==> src/rtl/sim_match_pkg.sv <==
// Shared definitions for the similarity-match datapath: score width and search FSM states.
// Used by score_argmax and by the upstream score producer.
package sim_match_pkg;

  localparam int SCORE_W = 8;

  typedef enum logic [1:0] {
    IDLE    = 2'd0,
    ACCUM   = 2'd1,
    COMPARE = 2'd2,
    DONE    = 2'd3
  } state_t;

  function automatic logic state_busy(input state_t s);
    return (s != IDLE);
  endfunction

endpackage

==> src/rtl/window_accum.sv <==
// Window accumulator: sums WIN_LEN qualified scores and flags the cycle that takes the last one.
// clr has priority over act; the sample counter wraps to 0 on the last accepted score.
module window_accum
  import sim_match_pkg::*;
#(
  parameter  int WIN_LEN = 8,
  localparam int ACC_W   = SCORE_W + $clog2(WIN_LEN),
  localparam int CNT_W   = $clog2(WIN_LEN)
) (
  input  logic               clk,
  input  logic               rst,
  input  logic               clr,
  input  logic               act,
  input  logic [SCORE_W-1:0] score,
  output logic [ACC_W-1:0]   sum,
  output logic               last
);

  localparam logic [CNT_W-1:0] LAST_CNT = CNT_W'(WIN_LEN - 1);

  logic [ACC_W-1:0] r_sum;
  logic [CNT_W-1:0] r_cnt;
  logic             w_last;

  assign w_last = act && (r_cnt == LAST_CNT);

  // WIN_LEN*255 always fits in ACC_W, so the add never needs saturation.
  always_ff @(posedge clk) begin
    if (!rst) begin
      r_sum <= '0;
      r_cnt <= '0;
    end else if (clr) begin
      r_sum <= '0;
      r_cnt <= '0;
    end else if (act) begin
      r_sum <= r_sum + ACC_W'(score);
      r_cnt <= w_last ? '0 : r_cnt + CNT_W'(1);
    end
  end

  assign sum  = r_sum;
  assign last = w_last;

endmodule

==> src/rtl/score_argmax.sv <==
// Arg-max search over NUM_CAND windowed score sums; reports the lowest-index best candidate.
// Optional feature MATCH_THRESH_EN adds min_sum / match_ok threshold reporting.
module score_argmax
  import sim_match_pkg::*;
#(
  parameter  int WIN_LEN  = 8,
  parameter  int NUM_CAND = 16,
  localparam int ACC_W    = SCORE_W + $clog2(WIN_LEN),
  localparam int IDX_W    = $clog2(NUM_CAND)
) (
  input  logic               clk,
  input  logic               rst,
  input  logic               start,
  input  logic               act,
  input  logic [SCORE_W-1:0] score,
  output logic               busy,
  output logic               done,
  output logic [IDX_W-1:0]   best_idx,
  output logic [ACC_W-1:0]   best_sum,
  output logic [1:0]         o_dbg_state
`ifdef MATCH_THRESH_EN
  ,
  input  logic [ACC_W-1:0]   min_sum,
  output logic               match_ok
`endif
);

  localparam logic [IDX_W-1:0] LAST_CAND = IDX_W'(NUM_CAND - 1);

  state_t           r_state;
  state_t           w_next_state;
  logic [IDX_W-1:0] r_cand;
  logic [IDX_W-1:0] r_best_idx;
  logic [ACC_W-1:0] r_best_sum;

  logic             w_acc_clr;
  logic             w_acc_act;
  logic [ACC_W-1:0] w_sum;
  logic             w_last;

  // act is a valid-only qualifier (no ready): score is consumed on every ACCUM
  // cycle with act=1, and dropped in any other state, including COMPARE.
  window_accum #(
    .WIN_LEN (WIN_LEN)
  ) u_window_accum (
    .clk   (clk),
    .rst   (rst),
    .clr   (w_acc_clr),
    .act   (w_acc_act),
    .score (score),
    .sum   (w_sum),
    .last  (w_last)
  );

  always_ff @(posedge clk) begin
    if (!rst) begin
      r_state <= IDLE;
    end else begin
      r_state <= w_next_state;
    end
  end

  always_comb begin
    w_next_state = r_state;
    case (r_state)
      IDLE:    if (start) w_next_state = ACCUM;
      ACCUM:   if (w_last) w_next_state = COMPARE;
      COMPARE: w_next_state = (r_cand == LAST_CAND) ? DONE : ACCUM;
      DONE:    w_next_state = IDLE;
      default: w_next_state = IDLE;
    endcase
  end

  always_comb begin
    busy      = state_busy(r_state);
    done      = (r_state == DONE);
    w_acc_act = (r_state == ACCUM) && act;
    w_acc_clr = ((r_state == IDLE) && start) || (r_state == COMPARE);
  end

  // Strict greater-than keeps the earliest candidate on ties; candidate 0 always loads.
  always_ff @(posedge clk) begin
    if (!rst) begin
      r_cand     <= '0;
      r_best_idx <= '0;
      r_best_sum <= '0;
    end else begin
      case (r_state)
        IDLE: begin
          if (start) begin
            r_cand     <= '0;
            r_best_idx <= '0;
            r_best_sum <= '0;
          end
        end
        COMPARE: begin
          if ((r_cand == '0) || (w_sum > r_best_sum)) begin
            r_best_sum <= w_sum;
            r_best_idx <= r_cand;
          end
          if (r_cand != LAST_CAND) begin
            r_cand <= r_cand + IDX_W'(1);
          end
        end
        default: ;
      endcase
    end
  end

  assign best_idx    = r_best_idx;
  assign best_sum    = r_best_sum;
  assign o_dbg_state = r_state;

`ifdef MATCH_THRESH_EN
  logic r_match_ok;

  // best_sum is already final in DONE, so the threshold is evaluated there.
  always_ff @(posedge clk) begin
    if (!rst) begin
      r_match_ok <= 1'b0;
    end else if ((r_state == IDLE) && start) begin
      r_match_ok <= 1'b0;
    end else if (r_state == DONE) begin
      r_match_ok <= (r_best_sum >= min_sum);
    end
  end

  assign match_ok = r_match_ok;
`endif

endmodule

==> config.mk <==
export PLATFORM = sky130hd
export DESIGN_NAME = score_argmax
export DESIGN_NICKNAME = d
export VERILOG_FILES = /design/src/rtl/sim_match_pkg.sv /design/src/rtl/window_accum.sv /design/src/rtl/score_argmax.sv
export SDC_FILE = /design/constraint.sdc
export NUM_CORES = 1
export LEC_CHECK = 0
export CAP_MARGIN = 30
export CELL_PAD_IN_SITES_DETAIL_PLACEMENT = 1
export CELL_PAD_IN_SITES_GLOBAL_PLACEMENT = 2
export CORE_UTILIZATION = 29
export CTS_CLUSTER_DIAMETER = 80
export DETAILED_ROUTE_END_ITERATION = 16
export GPL_ROUTABILITY_DRIVEN = 0
export PLACE_DENSITY = 0.78
export SLEW_MARGIN = 15
export SYNTH_ARGS = -nofsm -noshare
export SYNTH_HDL_FRONTEND = slang
export SYNTH_SLANG_ARGS = --single-unit
==> constraint.sdc <==
create_clock -name clk -period 1.95 [get_ports clk]
set_input_delay 0.2925 -clock clk [delete_from_list [all_inputs] [get_ports clk]]
set_output_delay 0.2925 -clock clk [all_outputs]
set_load 0.01 [all_outputs]
==> impl_metrics.yaml <==
logic_synthesis:
  synth-seq-cells: 35
  yosysSeqAreaShare: 0.347
  yosys-top-cells-area: "dfxtp_1 (35%), ha_1 (14%), a22o_1 (6.5%), nand2_1 (4.1%), a21oi_1 (3.2%)"
  yosys.cell_types.count: 43
  synth_top_area_cell: "dfxtp_1"
  synth_warnings: 0
  avgSynthCellArea_um2: 9.01
  netlist_area_um2: 2020
  syn-num-nets: 260
  netlist.area_leader.share: 0.347
  netlist_instances: 224
placement:
  numPortBuffers: 30
  pre_cts_ws_ns: -0.409
  dp_hpwl_um: 4270
  dpl_cell_area_um2: 2760
  placed_cells: 377
worst_setup_path:
  crit_path_start_kind: "flop"
  path_class: "reg -> reg"
  critPathMaxStageDelay_ns: 0.34
  path_cells: "inv_1, ha_1, a21o_1, a211oi_4, buf_4, a31o_4, a22o_1"
  critical_path.top_delay_family: "compound AO/OA/AOI/OAI gates"
  critPathMaxFanout: 8
  critPathRequiredTime_ns: 2.16
  crit_buf_inv: 2
  critPathCaptureType: "flop"
  slowest_stage: "dfxtp_1"
  arrival_ns: 2.11
clock_tree:
  cts_buffers: 5
  cts_htree_levels: 2
  clock_path_buffers: 2
  cts_hold_buf: 0
  clk_latency_ns: 0.28
  clkTransAtPathRegs_ns: 0.08
  cts_tree: "built"
  ctsRootBufferMaster: "clkbuf_8"
  clock-sinks: 35
layout:
  final_common_cell: "buf_4"
  area_growth_pct: 56.3
  nFillCells: 763
  drive_gt1_frac: 0.333
  fin_area_um2: 3150
  final_nets: 347
  post-route-util: 0.467
  mostFrequentLayoutCells: "buf_4 (51), clkdlybuf4s50_1 (29), dfxtp_1 (28), nand2_1 (22), a22o_1 (15)"
  diodes: 0
  final_cell_count_no_fill: 392
power_and_ir_drop:
  power_mw: 1.59
  ir_worst_vdd_uv: 231
  p_sw_frac: 0.260
  leakagePower_nw: 1.30
  comb_power_share: 0.165
  p_clk_frac: 0.375
  p_seq_frac: 0.460
  p_switching_uw: 414
  power_density_nw_per_um2: 504
  p_int_mw: 1.18
sta:
  period_share: 0.974
  fmax_ghz: 0.527
  period_minus_slack_ns: 1.90
  rsz0062_at_grt: "yes"
  finClkSkew_ns: 0.00934
  setup_viol: 0
  whs_ns: 0.460
  relSlewSlack: 0.719
  worst_slack_ns: 0.0515
  fin_setup_tns_ns: 0
  hold_viol: 0
  worstMarginPinSlew_ns: 0.421
  slew_viol_final: 0
floorplan:
  core-area_um2: 6760
  ioPinCount: 31
  die_w_um: 85.4
  dieArea_um2: 7300
  start_util: 0.299
  row_count: 30
  die_h_um: 85.4
global_routing:
  grt_pass1_vias: 1986
  grt_pass1_wl_um: 9400
  grt_max_degree: 12
  grt_antenna_before_repair: 0
  track_usage: 0.165
  grt_overflow: 0
drt:
  num_vias: 1973
  viasPerCell: 5.03
  postRouteAntennaNets: 0
  wl_per_cell_um: 15.6
  wl_um: 6100
  drcViolationCount: 0
  drt-pass1-iter-count: 4
  drt_iter0_markers: 46
hold_path:
  hp-class: "reg -> reg"
run:
  maxCapViolations: 0
outcome:
  status: "completed"
## Yosys cell counts (all sizes together)
| library cell | count |
|---|---|
| nand3b | 6 |
| a31o | 2 |
| buf | 2 |
| and2 | 4 |
| nand3 | 5 |
| o2111ai | 2 |
| ha | 23 |
| mux2i | 3 |
| or3 | 1 |
| inv | 16 |
| nor3 | 3 |
| a311oi | 1 |
| and2b | 1 |
| a21boi | 2 |
| o211ai | 4 |
| a211oi | 5 |
| or2 | 2 |
| nand4 | 4 |
| nor2 | 12 |
| xnor2 | 1 |
| nor2b | 4 |
| clkbuf | 3 |
| a211o | 2 |
| o21ai | 10 |
| xor2 | 5 |
| a21o | 3 |
| fa | 1 |
| nor3b | 3 |
| o41ai | 1 |
| nor4 | 1 |
| o21bai | 2 |
| nand2 | 22 |
| a21oi | 13 |
| nand2b | 2 |
| and3b | 1 |
| a31oi | 2 |
| dfxtp | 35 |
| a22o | 15 |
## area by class of cell
class / instances / area, um^2 / share of cell area
clock buffers: 7 / 96.3 / 0.0305
clock inverters: 1 / 7.51 / 0.00238
inverters: 16 / 60.1 / 0.0190
multi-input cells: 169 / 1470 / 0.464
flip-flops and latches: 35 / 709 / 0.225
well taps: 80 / 100 / 0.0317
repair buffers: 84 / 716 / 0.227
## power by group through the flow
stage	clock network (mW)	registers, mW	logic, mW
after CTS	0.614	0.730	0.243
after floorplan	0	0.747	0.116
after detailed placement	0	0.747	0.227
final	0.597	0.732	0.262
after global placement	0	0.747	0.223
after global routing	0.647	0.733	0.286
## flip-flops by register name, summed over array words and instances, names as in the netlist
name                  flops
r_cand                    4
best_sum                 11
best_idx                  4
o_dbg_state               2
u_window_accum.sum       11
u_window_accum.r_cnt      3
## worst register-to-register path: cells and delay by family, from the launching register on
kind            cells  cell delay (ns)
flops               1             0.34
compound gates      4             0.93
fa+ha+maj           1             0.32
buf+inv             2             0.24
## metal layers
layer  part of all wire  routed length, um  GRT usage  vias up
li1                   -                  -          -      994
met1               0.46               2800      0.202      944
met2               0.52               3150      0.299       31
met3              0.020                122     0.0321        4
met4             0.0046                 28     0.0364        0
met5                  0                  0          0        -
## cells by family (layout without fill, tap and decap cells)
| kind of cell | Yosys count | count (layout) | share of synthesized area |
|---|---|---|---|
| AND/OR/NAND/NOR | 71 | 71 | 0.183 |
| AO/OA/AOI/OAI | 64 | 65 | 0.233 |
| XOR/XNOR | 6 | 6 | 0.0260 |
| flip-flops | 35 | 35 | 0.347 |
| multiplexers | 3 | 3 | 0.0149 |
| adder cells (fa/ha/maj) | 24 | 24 | 0.153 |
| buffers and inverters | 21 | 108 | 0.0434 |
## final timing paths
kind | from | end | slack (ns) | cells after the start
hold / removal | u_window_accum.r_cnt[2] | u_window_accum.r_cnt[2] | 0.46 | 2
hold reg to reg | u_window_accum.r_cnt[2] | u_window_accum.r_cnt[2] | 0.46 | 2
setup / recovery | best_sum[9] | best_sum[5] | 0.05 | 7
setup reg to reg | best_sum[9] | best_sum[5] | 0.05 | 7
## repair_timing
item                                    in CTS  in global routing
setup buffers                                4                  1
endpoints found under the setup margin      18                 20
cloned                                       1                  1
pin swaps                                    9                  4
resized for setup                           10                 33
Note: power is estimated with default switching activity, not from simulation.
